===== config.mk =====
export PLATFORM = sky130hd
export DESIGN_NAME = regfile_wr_arbiter
export DESIGN_NICKNAME = d
export VERILOG_FILES = /design/src/rtl/regfile_wr_arbiter.sv
export SDC_FILE = /design/constraint.sdc
export NUM_CORES = 1
export LEC_CHECK = 0
export CAP_MARGIN = 20
export CORE_MARGIN = 3
export CORE_UTILIZATION = 37
export CTS_CLUSTER_DIAMETER = 120
export DETAILED_ROUTE_END_ITERATION = 8
export PLACE_DENSITY = 0.81
export REMOVE_ABC_BUFFERS = 1
export SETUP_SLACK_MARGIN = 0.3
export SYNTH_ARGS = -nofsm -noshare
export SYNTH_HDL_FRONTEND = slang
export SYNTH_SLANG_ARGS = --single-unit

===== constraint.sdc =====
create_clock -name clk -period 1.9 [get_ports clk]
set_input_delay 0.57 -clock clk [delete_from_list [all_inputs] [get_ports clk]]
set_output_delay 0.57 -clock clk [all_outputs]
set_load 0.03 [all_outputs]

===== src/rtl/regfile_wr_arbiter.sv =====
`default_nettype none
// ============================================================================
//  Module   : regfile_wr_arbiter
//  Purpose  : Shares the register file's single write port between the
//             in-order write-back stage (WB) and a long-latency unit (LU).
//             WB has fixed priority. A starvation counter forces an LU grant,
//             stalling WB, once LU has been refused STARVE_MAX cycles in a row.
//             Write-port outputs are registered (1-cycle latency).
//  Optional : REGFILE_WR_SCOREBOARD_EN adds a REG_NUM-bit busy scoreboard
//             (set at LU issue, cleared on LU write transfer) with two
//             lookup ports.
//  Ports    : clk, rst (async, active-high)
//             i_wb_valid/o_wb_ready/i_wb_addr/i_wb_data  WB request
//             i_lu_valid/o_lu_ready/i_lu_addr/i_lu_data  LU request
//             o_stall_req                                WB refused
//             o_we/o_waddr/o_wdata                       regfile write port
//             [scoreboard] i_sb_alloc, i_sb_addr, i_chk_addr1, i_chk_addr2,
//                          o_busy1, o_busy2
//  Revision : 1.0  initial release
// ============================================================================
module regfile_wr_arbiter #(
    parameter int DATA_W     = 32,
    parameter int ADDR_W     = 5,
    parameter int REG_NUM    = 32,
    parameter int STARVE_MAX = 3
) (
    input  logic              clk,
    input  logic              rst,
`ifdef REGFILE_WR_SCOREBOARD_EN
    input  logic              i_sb_alloc,
    input  logic [ADDR_W-1:0] i_sb_addr,
    input  logic [ADDR_W-1:0] i_chk_addr1,
    input  logic [ADDR_W-1:0] i_chk_addr2,
    output logic              o_busy1,
    output logic              o_busy2,
`endif
    input  logic              i_wb_valid,
    output logic              o_wb_ready,
    input  logic [ADDR_W-1:0] i_wb_addr,
    input  logic [DATA_W-1:0] i_wb_data,
    input  logic              i_lu_valid,
    output logic              o_lu_ready,
    input  logic [ADDR_W-1:0] i_lu_addr,
    input  logic [DATA_W-1:0] i_lu_data,
    output logic              o_stall_req,
    output logic              o_we,
    output logic [ADDR_W-1:0] o_waddr,
    output logic [DATA_W-1:0] o_wdata
);

    localparam int               c_CNT_W  = (STARVE_MAX < 1) ? 1 : $clog2(STARVE_MAX + 1);
    localparam logic [c_CNT_W-1:0] c_STARVE = c_CNT_W'(STARVE_MAX);

    logic [c_CNT_W-1:0] r_cnt;
    logic               r_we;
    logic [ADDR_W-1:0]  r_waddr;
    logic [DATA_W-1:0]  r_wdata;

    logic w_starve;
    logic w_wb_ready;
    logic w_lu_ready;
    logic w_wb_xfer;
    logic w_lu_xfer;

    // Readys depend only on the other side's valid and the counter, so they
    // never form a loop through the requester's own handshake.
    assign w_starve   = (r_cnt == c_STARVE);
    assign w_wb_ready = ~(i_lu_valid & w_starve);
    assign w_lu_ready = ~i_wb_valid | w_starve;
    assign w_wb_xfer  = i_wb_valid & w_wb_ready;
    assign w_lu_xfer  = i_lu_valid & w_lu_ready;

    assign o_wb_ready  = w_wb_ready;
    assign o_lu_ready  = w_lu_ready;
    assign o_stall_req = i_wb_valid & ~w_wb_ready;

    // Counts consecutive refused LU cycles; any cycle LU is not being
    // refused (accepted or idle) restarts the count.
    always_ff @(posedge clk or posedge rst) begin
        if (rst) begin
            r_cnt <= '0;
        end else if (i_lu_valid & ~w_lu_ready) begin
            if (r_cnt != c_STARVE) begin
                r_cnt <= r_cnt + 1'b1;
            end
        end else begin
            r_cnt <= '0;
        end
    end

    // Write-port register. Transfers to x0 are accepted but never written,
    // and waddr/wdata keep their previous contents whenever we is low.
    always_ff @(posedge clk or posedge rst) begin
        if (rst) begin
            r_we    <= 1'b0;
            r_waddr <= '0;
            r_wdata <= '0;
        end else begin
            r_we <= 1'b0;
            if (w_wb_xfer && (i_wb_addr != '0)) begin
                r_we    <= 1'b1;
                r_waddr <= i_wb_addr;
                r_wdata <= i_wb_data;
            end else if (w_lu_xfer && (i_lu_addr != '0)) begin
                r_we    <= 1'b1;
                r_waddr <= i_lu_addr;
                r_wdata <= i_lu_data;
            end
        end
    end

    assign o_we    = r_we;
    assign o_waddr = r_waddr;
    assign o_wdata = r_wdata;

`ifdef REGFILE_WR_SCOREBOARD_EN
    logic [REG_NUM-1:0] r_busy;
    logic [REG_NUM-1:0] w_busy_nxt;
    logic               w_busy1;
    logic               w_busy2;

    // Clear is applied before set so that a same-cycle allocate of the
    // register being written back leaves it busy for the new owner.
    always_comb begin
        w_busy_nxt = r_busy;
        for (int i = 0; i < REG_NUM; i++) begin
            if (w_lu_xfer && (i_lu_addr == ADDR_W'(i))) begin
                w_busy_nxt[i] = 1'b0;
            end
            if (i_sb_alloc && (i != 0) && (i_sb_addr == ADDR_W'(i))) begin
                w_busy_nxt[i] = 1'b1;
            end
        end
    end

    always_ff @(posedge clk or posedge rst) begin
        if (rst) begin
            r_busy <= '0;
        end else begin
            r_busy <= w_busy_nxt;
        end
    end

    // Lookups read the registered vector only; addresses beyond REG_NUM read 0.
    always_comb begin
        w_busy1 = 1'b0;
        w_busy2 = 1'b0;
        for (int i = 0; i < REG_NUM; i++) begin
            if (i_chk_addr1 == ADDR_W'(i)) begin
                w_busy1 = r_busy[i];
            end
            if (i_chk_addr2 == ADDR_W'(i)) begin
                w_busy2 = r_busy[i];
            end
        end
    end

    assign o_busy1 = w_busy1;
    assign o_busy2 = w_busy2;
`endif

endmodule
`default_nettype wire


==> qor.txt <==
Outcome - finished clean
Ports - 119
Hold_sp - r_cnt[0]
RR Endpoint - o_wdata[17]
Share of post-route cells with drive strength above 1 - 41.3%
Pin count of the biggest net entering global routing - 41
Setup tns final - 0 ns
Register-to-register setup slack - 0.20 ns
PD cells - 649 nW/um^2
Number of global-route vias before repair - 2103
Post-DP Area - 3240 sq um
Clk slew on worst S/H paths - 0.07 ns
Synth warn - 0
Vias - 2247
Min Tclk post-route - 1.85 ns
Top cell family by delay on the critical path - simple AND/OR/NAND/NOR gates
Core region area - 4850 sq um
Setup CP Type - in2reg
First-pass GRT wire length - 11.2 mm
Layout area overhead - 117%
Post-route cell area - 4130 sq um
Period utilization - 97.2%
Fin util - 85.1%
Final WL - 7.80 mm
CP Capture Type - flip-flop
Worst r2r src - r_cnt[0]
Yosys cell types - 24
Commonest non-fill, non-tap cell in the layout - clkdlybuf4s50_1
DRC - 0
Final Non-Filler Cells - 430
Final setup vio count - 0
Total grt overflow - 0
Clock Latency Late Sink - 0.29 ns
Starting DRT DRC Count - 83
Num CTS Buffers - 5
Crit-path slowest cell - or4_4
CP Launch Type - input port
Cells after Synth - 212
Leakage - 1.76 nW
Actual slew at the worst max-slew pin - 0.320 ns
Final hold vios - 0
#FFs+latches synth - 40
Peak VDD IR - 442 uV
CP Data Required Time - 2.09 ns
Hold_buf cts - 0
Worst hold slack - 0.500 ns
ANT cells - 0
Relative slew slack - 78.4%
Highest-count cells in the layout ignoring fill and taps - clkdlybuf4s50_1, nand2_1, dfrtp_1
Mapped Avg Cell Area - 8.96 sq um
Fill cells - 233
First drt pass iteration count - 5
Worst Reg-to-Reg Cells - 8
Final nets - 442
GRT Util Overall - 23.5%
Max Freq - 0.541 GHz
Die span in y - 77.6 um
Skew final - 0.00382 ns
Die ar. - 6030 sq um
Die Wd - 77.6 um
Buf/Inv on CP - 4
Max Cap Viol - 0
DP HPWL - 4.27 mm
CTS Buffer Depth - 2
Mapped Area - 1900 sq um
CP dominant cell by count - buf_12
Mean routed wirelength per cell - 18.1 um
Port Buffers - 118
Site row count - 25
Worst Hold End - r_cnt[0]
Hold Crit Class - reg2reg
Multi-input gate area - 1170 sq um
FF+latch area - 1000 sq um
CTS tree - built
Slew Limit Fails - 0
Post-route ant nets - 0
Cell depth of the worst min-delay path - 1
Sequential area share after synthesis - 52.7%
CTS root buf - clkbuf_8
Worst-path cell chain - buf_6, or4_4, o21ai_4, buf_12, buf_12, buf_16, nor2_1, a31oi_1
Initial Util - 39.2%
Critical path fanouts, max - 8
Worst EP arrival - 2.04 ns
Antenna violations before repair - 0
Dpl cells - 399
Htree depth - 2
CTS sink cnt - 40
Worst path max stage delay - 0.56 ns
RSZ-0062 raised after global routing - yes
RePlAce Congestion - 0.782
DR vias/cell - 5.23
[final cells by class]
class,count,share of cell area [%]
Clock buffer,7,2.34
Inverter,3,0.273
Multi-Input combinational cell,156,28.4
Sequential cell,40,24.3
Tap cell,67,2.03
Timing Repair Buffer,157,42.7
[state kept, by name, summed over array words and instances, names as in the netlist]
signal   flops
r_cnt        2
o_we         1
o_waddr      5
o_wdata     32
[synthesized netlist by cell type]
| library cell | n | area share, % |
|---|---|---|
| mux2_4 | 2 | 1.6 |
| o21ai_0 | 3 | 0.79 |
| o21ai_4 | 1 | 0.86 |
| buf_2 | 6 | 1.6 |
| nand2_4 | 1 | 0.59 |
| or4_4 | 2 | 1.2 |
| clkbuf_1 | 3 | 0.59 |
| nor2_1 | 32 | 6.3 |
| dfrtp_1 | 40 | 53 |
| nor3_1 | 2 | 0.53 |
| nand2b_1 | 1 | 0.33 |
| nand2_1 | 69 | 14 |
| ha_1 | 1 | 0.66 |
| and3_1 | 1 | 0.33 |
| a22o_1 | 2 | 0.92 |
| a2bb2oi_1 | 3 | 1.4 |
| inv_1 | 3 | 0.59 |
| o41ai_1 | 1 | 0.46 |
| buf_6 | 3 | 1.8 |
| o211ai_4 | 1 | 1.1 |
| o211a_1 | 1 | 0.53 |
| a21boi_2 | 1 | 0.59 |
| buf_4 | 1 | 0.40 |
| a31oi_1 | 32 | 11 |
[power breakdown]
part / internal (W) / switching [W] / leakage, nW / total (W)
clock: 0.000324 / 0.000286 / 0.0503 / 0.000610
sequential: 0.000945 / 0.0000697 / 0.461 / 0.00101
combinational: 0.000520 / 0.000533 / 1.25 / 0.00105
[per-layer routing]
metal	part of all wire [%]	GRT usage (%)
met5	0	0
met1	36	27.7
met2	54	42.6
met3	8.3	6.84
met4	1.8	3.74
[worst register-to-register path: stages (launching register included)]
cell      delay, ns
dfrtp_1        0.41
ha_4           0.19
a21boi_4       0.21
o21ai_4        0.09
buf_12         0.16
buf_12         0.14
buf_12         0.12
buf_16         0.14
a31oi_1        0.15
[per-stage QoR]
stage | power, W | setup WS [ns]
floorplan | 0.00139 | -0.680
global placement | 0.00183 | -0.437
detailed placement | 0.00184 | -0.500
CTS | 0.00256 | 0.102
global route | 0.00279 | 0.0430
finish | 0.00268 | 0.0524
[worst max path at each step]
stage / startpoint / end / slack (ns) / cells after the start
finish: i_wb_addr[0] / o_wdata[1] / 0.05 / 8
global route: i_wb_addr[0] / o_wdata[19] / 0.04 / 8
CTS: i_wb_addr[4] / o_wdata[18] / 0.10 / 8
detailed placement: i_wb_addr[1] / o_wdata[13] / -0.50 / 6
global placement: i_lu_addr[1] / o_wdata[27] / -0.44 / 6
floorplan: i_wb_addr[1] / o_waddr[2] / -0.68 / 4
[kinds of logic (layout without fill, tap and decap cells)]
group / Yosys count / count (layout) / share of synthesized area [%]
mux: 2 / 2 / 1.58
buf+inv: 16 / 167 / 4.94
fa+ha+maj: 1 / 1 / 0.659
simple gates: 108 / 108 / 22.9
compound gates: 45 / 45 / 17.2
flops: 40 / 40 / 52.7
[repair_timing]
item	CTS	global route
resized for setup	167	75
gates cloned	9	1
pin swaps	29	27
setup endpoints to repair	79	57
hold endpoints to repair	0	0
buffers inserted	9	5
(Power assumes the default switching activity.)
